$ cat config.mk
export PLATFORM = sky130hd
export DESIGN_NAME = result_pack_bram
export DESIGN_NICKNAME = d
export VERILOG_FILES = /design/src/rtl/result_pack_bram_pkg.sv /design/src/rtl/pack_sdp_ram.sv /design/src/rtl/result_pack_bram.sv
export SDC_FILE = /design/constraint.sdc
export NUM_CORES = 2
export LEC_CHECK = 0
export CORE_UTILIZATION = 62
export CTS_BUF_LIST = sky130_fd_sc_hd__clkbuf_16
export DETAILED_ROUTE_END_ITERATION = 8
export PLACE_DENSITY = 0.83
export SYNTH_ARGS = -nofsm -noshare
export SYNTH_HDL_FRONTEND = slang
export SYNTH_SLANG_ARGS = --single-unit
$ cat constraint.sdc
create_clock -name clk -period 5 [get_ports clk]
set_input_delay 0.75 -clock clk [delete_from_list [all_inputs] [get_ports clk]]
set_output_delay 0.75 -clock clk [all_outputs]
set_load 0.005 [all_outputs]
$ cat src/rtl/result_pack_bram_pkg.sv
// -----------------------------------------------------------------------------
// result_pack_bram_pkg
// Shared definitions for the result packer: capture FSM state encoding and a
// constant log2 helper used to size address and lane-index fields.
// No ports (package).
// -----------------------------------------------------------------------------
package result_pack_bram_pkg;

  typedef enum logic [1:0] {
    ST_IDLE = 2'd0,
    ST_FILL = 2'd1,
    ST_DONE = 2'd2
  } state_t;

  // Ceiling log2, evaluated at elaboration time for parameter sizing.
  function automatic int log2_ceil(input int v);
    int r;
    r = 0;
    while ((1 << r) < v) r++;
    return r;
  endfunction

endpackage

$ cat src/rtl/pack_sdp_ram.sv
// -----------------------------------------------------------------------------
// pack_sdp_ram
// Simple dual-port RAM: one write port fed by the packer, one registered
// read-first read port for the PS. Contents are not reset; only the read
// data register is.
// Ports:
//   i_clk, i_rstn        clock, async active-low reset (read register only)
//   i_we/i_waddr/i_wdata write port
//   i_re/i_raddr         read enable and address
//   o_rdata              registered read data, holds when i_re=0
// -----------------------------------------------------------------------------
module pack_sdp_ram #(
  parameter int WIDTH  = 32,
  parameter int DEPTH  = 64,
  parameter int ADDR_W = 6
) (
  input  logic              i_clk,
  input  logic              i_rstn,
  input  logic              i_we,
  input  logic [ADDR_W-1:0] i_waddr,
  input  logic [WIDTH-1:0]  i_wdata,
  input  logic              i_re,
  input  logic [ADDR_W-1:0] i_raddr,
  output logic [WIDTH-1:0]  o_rdata
);

  logic [WIDTH-1:0] r_mem [DEPTH];
  logic [WIDTH-1:0] r_rdata;

  always_ff @(posedge i_clk) begin
    if (i_we) r_mem[i_waddr] <= i_wdata;
  end

  // Non-blocking write above means a same-edge read returns the old word.
  always_ff @(posedge i_clk or negedge i_rstn) begin
    if (!i_rstn)   r_rdata <= '0;
    else if (i_re) r_rdata <= r_mem[i_raddr];
  end

  assign o_rdata = r_rdata;

endmodule

$ cat src/rtl/result_pack_bram.sv
// -----------------------------------------------------------------------------
// result_pack_bram
// Packs narrow PORT_B_WIDTH samples from a valid/ready stream into
// PORT_A_WIDTH words (lane 0 in the LSBs) and commits them to a wide BRAM
// that the PS reads through a read-only port.
// Ports:
//   clk, rstn                 clock, async active-low reset
//   start                     pulse: arm a new capture at address 0
//   s_valid/s_data/s_last     sample stream in, s_ready handshake out
//   done                      capture finished (s_last committed or full)
//   overflow                  buffer filled before s_last
//   word_count                wide words committed in this capture
//   ena/addra/douta           PS read port, 1-cycle latency
// -----------------------------------------------------------------------------
module result_pack_bram
  import result_pack_bram_pkg::*;
#(
  parameter int PORT_B_WIDTH = 8,
  parameter int PORT_B_DEPTH = 256,
  parameter int PORT_A_WIDTH = 32,
  parameter int IN_WORD_DATA = PORT_A_WIDTH / PORT_B_WIDTH,
  parameter int PORT_A_DEPTH = PORT_B_DEPTH / IN_WORD_DATA,
  parameter int PORT_A_ADDR  = log2_ceil(PORT_A_DEPTH)
) (
  input  logic                    clk,
  input  logic                    rstn,
  input  logic                    start,
  input  logic                    s_valid,
  input  logic [PORT_B_WIDTH-1:0] s_data,
  input  logic                    s_last,
  output logic                    s_ready,
  output logic                    done,
  output logic                    overflow,
  output logic [PORT_A_ADDR:0]    word_count,
  input  logic                    ena,
  input  logic [PORT_A_ADDR-1:0]  addra,
  output logic [PORT_A_WIDTH-1:0] douta
);

  localparam int                     LANE_W    = log2_ceil(IN_WORD_DATA);
  localparam logic [LANE_W-1:0]      LAST_LANE = LANE_W'(IN_WORD_DATA - 1);
  localparam logic [PORT_A_ADDR-1:0] LAST_ADDR = PORT_A_ADDR'(PORT_A_DEPTH - 1);

  state_t                  r_state;
  state_t                  w_state_nxt;
  logic [LANE_W-1:0]       r_lane;
  logic [PORT_A_WIDTH-1:0] r_pack;
  logic [PORT_A_ADDR-1:0]  r_wr_addr;
  logic [PORT_A_ADDR:0]    r_word_count;
  logic                    r_done;
  logic                    r_overflow;
  // Commit stage: a completed word waits here one cycle, so the pack
  // register is free to take lane 0 of the next word without stalling.
  logic                    r_cm_vld;
  logic                    r_cm_final;
  logic                    r_cm_ovf;
  logic [PORT_A_WIDTH-1:0] r_cm_data;

  logic                    w_final_pend;
  logic                    w_ready;
  logic                    w_accept;
  logic                    w_word_end;
  logic [PORT_A_WIDTH-1:0] w_pack_ins;

  // Once the word that ends the capture is pending, no further sample may
  // be taken: it would have nowhere to go.
  assign w_final_pend = r_cm_vld & r_cm_final;
  assign w_ready      = (r_state == ST_FILL) & ~start & ~w_final_pend;
  assign w_accept     = s_valid & w_ready;
  assign w_word_end   = w_accept & ((r_lane == LAST_LANE) | s_last);

  always_comb begin
    w_pack_ins = r_pack;
    w_pack_ins[int'(r_lane) * PORT_B_WIDTH +: PORT_B_WIDTH] = s_data;
  end

  always_ff @(posedge clk or negedge rstn) begin
    if (!rstn) r_state <= ST_IDLE;
    else       r_state <= w_state_nxt;
  end

  always_comb begin
    w_state_nxt = r_state;
    case (r_state)
      ST_IDLE: if (start) w_state_nxt = ST_FILL;
      ST_FILL: begin
        if (start)             w_state_nxt = ST_FILL;
        else if (w_final_pend) w_state_nxt = ST_DONE;
      end
      ST_DONE: if (start) w_state_nxt = ST_FILL;
      default: w_state_nxt = ST_IDLE;
    endcase
  end

  always_ff @(posedge clk or negedge rstn) begin
    if (!rstn) begin
      r_lane       <= '0;
      r_pack       <= '0;
      r_wr_addr    <= '0;
      r_word_count <= '0;
      r_done       <= 1'b0;
      r_overflow   <= 1'b0;
      r_cm_vld     <= 1'b0;
      r_cm_final   <= 1'b0;
      r_cm_ovf     <= 1'b0;
    end else if (start) begin
      // Restart discards any partial pack and any pending commit.
      r_lane       <= '0;
      r_pack       <= '0;
      r_wr_addr    <= '0;
      r_word_count <= '0;
      r_done       <= 1'b0;
      r_overflow   <= 1'b0;
      r_cm_vld     <= 1'b0;
    end else begin
      r_cm_vld <= w_word_end;
      if (w_word_end) begin
        r_cm_final <= s_last | (r_wr_addr == LAST_ADDR);
        r_cm_ovf   <= ~s_last & (r_wr_addr == LAST_ADDR);
      end
      if (w_accept) begin
        if (w_word_end) begin
          r_lane <= '0;
          r_pack <= '0;
        end else begin
          r_lane <= r_lane + 1'b1;
          r_pack <= w_pack_ins;
        end
      end
      if (r_cm_vld) begin
        r_word_count <= r_word_count + 1'b1;
        if (r_wr_addr != LAST_ADDR) r_wr_addr <= r_wr_addr + 1'b1;
        if (r_cm_final) begin
          r_done     <= 1'b1;
          r_overflow <= r_cm_ovf;
        end
      end
    end
  end

  always_ff @(posedge clk) begin
    if (w_word_end) r_cm_data <= w_pack_ins;
  end

  pack_sdp_ram #(
    .WIDTH  (PORT_A_WIDTH),
    .DEPTH  (PORT_A_DEPTH),
    .ADDR_W (PORT_A_ADDR)
  ) u_ram (
    .i_clk   (clk),
    .i_rstn  (rstn),
    .i_we    (r_cm_vld & ~start),
    .i_waddr (r_wr_addr),
    .i_wdata (r_cm_data),
    .i_re    (ena),
    .i_raddr (addra),
    .o_rdata (douta)
  );

  assign s_ready    = w_ready;
  assign done       = r_done;
  assign overflow   = r_overflow;
  assign word_count = r_word_count;

endmodule
==> impl_metrics.env <==
export IMPL_outcome="completed"
export IMPL_firstDrtPassIters=8
export IMPL_synth_warnings=0
export IMPL_grt_usage_pct=34.9
export IMPL_synth_distinct_cells=46
export IMPL_start_util_pct=62.4
export IMPL_dieArea_sq_um=136000
export IMPL_setup_viol=0
export IMPL_cts_tree="yes"
export IMPL_grt_overflow=0
export IMPL_final_nets=4487
export IMPL_wirelength_mm=237
export IMPL_synth_seq_cells=2166
export IMPL_worst_slew_pin_slew_ns=1.32
export IMPL_cts_setup_buffers=0
export IMPL_cts_made_buffers=197
export IMPL_hold_viol=0
export IMPL_synth_area_sq_um=83200
export IMPL_route_detailed_drc=0
export IMPL_required_ns=5.70
export IMPL_viasPerCell=7.33
export IMPL_cp_max_fo=16
export IMPL_cp_end_kind="register"
export IMPL_start_kind="primary input"
export IMPL_worstSetupPathType="in -> reg"
export IMPL_die_h_microns=368
export IMPL_wl_per_cell_microns=37.0
export IMPL_power_density_nw_per_um2=392
export IMPL_rsz0062_at_grt="no"
export IMPL_synth_edf_count=2080
export IMPL_synth_ff_type="edfxtp_1"
export IMPL_grt_max_degree=92
export IMPL_worst_slack_ns=1.42
export IMPL_final_common_cell="edfxtp_1"
export IMPL_syn2layout_area_growth_pct=12.4
export IMPL_port_buffers=61
export IMPL_fmax_ghz=0.279
export IMPL_layout_drive_gt1_share_pct=17.8
export IMPL_finalMaxSlewViolations=0
export IMPL_most_common_layout_cells="2080 x edfxtp_1, 514 x mux2i_1, 256 x mux4_2"
export IMPL_insertion_delay_ns=0.84
export IMPL_antenna_found_initial=15
export IMPL_ctsRootBufferMaster="clkbuf_16"
export IMPL_peakVddDrop_mv=0.373
export IMPL_slew_headroom_pct=10.8
export IMPL_async_flop_share_pct=3.97
export IMPL_core_sq_um=133000
export IMPL_fin_tns_setup_ns=0
export IMPL_fin_crit_sh_pct=71.6
export IMPL_finalNonFillerCells=6408
export IMPL_p_leak_nw=31.2
export IMPL_grt_pass1_wl_mm=333
export IMPL_postCtsHoldBufs=1
export IMPL_die_w_microns=368
export IMPL_detail_route_antenna_nets=0
export IMPL_ys_seq_area_share_pct=77.7
export IMPL_ios=62
export IMPL_fin_crit_ns=3.58
export IMPL_postSynthAreaPerCell_sq_um=19.6
export IMPL_arrival_ns=4.28
export IMPL_pre_cts_slack_ns=1.00
export IMPL_syn_inst=4237
export IMPL_cts_htree_levels=4
export IMPL_drv_cap=0
export IMPL_globalplace_congestion=0.947
export IMPL_dp_cells=6027
export IMPL_synth_nets=4265
export IMPL_cts_buffer_depth=3
export IMPL_cts_resized=0
export IMPL_rows=134
export IMPL_cts_sinks=2166
export IMPL_clock_skew_ns=0.0322
export IMPL_grt_pass1_vias=46200
export IMPL_drtIter0Drc=8675
export IMPL_hold_class="in -> async"
export IMPL_hpwlAfterDp_mm=131
export IMPL_r2r_cells=4
export IMPL_vias=46900
export IMPL_clk_pin_slew_ns=0.07
power by group:
part           switching [mW]  leakage [nW]  internal (mW)
Clock                    6.68          3.32           8.38
Sequential              0.117          19.8           19.8
Combinational            1.10          8.09          0.622
Total                    7.90          31.2           28.8
per-layer routing:
metal | GRT usage [%] | part of all wire [%] | vias to the layer above
met1 | 45.9 | 33 | 23400
met5 | 0.0712 | 0.061 | -
li1 | - | - | 17800
met3 | 9.87 | 15 | 966
met4 | 21.0 | 7.1 | 20
met2 | 52.5 | 46 | 4741
area by class of cell:
type | instances | area [sq um]
Tap cell | 1768 | 2210
Clock inverter | 170 | 1360
Timing Repair Buffer | 267 | 2420
Multi-Input combinational cell | 1792 | 17700
Antenna cell | 9 | 22.5
Clock buffer | 201 | 5030
Fill cell | 7296 | 39800
Inverter | 35 | 131
Sequential cell | 2166 | 64600
per-stage QoR:
| stage | utilization, % | power, mW | hold slack, ns | instance area, sq um |
|---|---|---|---|---|
| after floorplan | - | 21.2 | 0.448 | 83200 |
| after global placement | 65.3 | 21.8 | 0.464 | 87000 |
| after detailed placement | 65.3 | 21.9 | 0.475 | 87000 |
| after CTS | 70.1 | 36.5 | 0.299 | 93400 |
| after global routing | 70.1 | 37.3 | 0.337 | 93400 |
| final | 70.1 | 36.7 | 0.324 | 93500 |
flip-flops by register name (all words and copies together) (netlist names):
register and count:
r_cm_data 32, overflow 1, r_cm_ovf 1, r_cm_final 1, u_ram.r_mem 2048, r_pack 32, r_lane 2, u_ram.o_rdata 32
r_wr_addr 6, r_state 2, r_cm_vld 1, word_count 7, done 1
logic make-up after synthesis:
group,after synthesis,synth area share (%)
buffers and inverters,279,1.70
muxes,772,13.1
xor gates and xnor gates,9,0.0948
adders and majority gates,8,0.120
DFF,2166,77.7
AOI/OAI and AO/OA,525,4.61
and+or+nand+nor,478,2.62
synth_stat cells, types with 33 or more instances:
master / n / area share, %
o21ai_0: 59 / 0.36
dfrtp_1: 86 / 2.6
nand4_1: 39 / 0.29
nand2_1: 180 / 0.81
a221oi_1: 64 / 0.67
clkbuf_1: 83 / 0.37
nor3_1: 33 / 0.20
inv_1: 35 / 0.16
buf_2: 113 / 0.68
edfxtp_1: 2080 / 75
a22o_1: 33 / 0.35
mux2i_1: 514 / 6.2
o22ai_1: 64 / 0.48
nand2b_1: 36 / 0.27
a22oi_1: 192 / 1.7
a21oi_1: 40 / 0.24
mux4_2: 256 / 6.9
nor2_1: 153 / 0.69
worst max-delay path, cell delays in order:
cell             delay, ns
clkdlybuf4s50_1       1.03
or4b_1                0.75
o22ai_1               0.27
nor3_1                0.78
nand4_1               0.26
a221o_1               0.42
worst paths after layout:
kind	from	to	slack (ns)
min	rstn	r_lane[0]	0.32
min reg2reg	done	done	0.51
min in group clk	done	done	0.51
max reg2reg	r_cm_vld	u_ram.r_mem[28][28]	1.63
max in group asynchronous	rstn	u_ram.o_rdata[27]	3.50
max	addra[4]	u_ram.o_rdata[1]	1.42
Note: power is estimated with default switching activity, not from simulation.
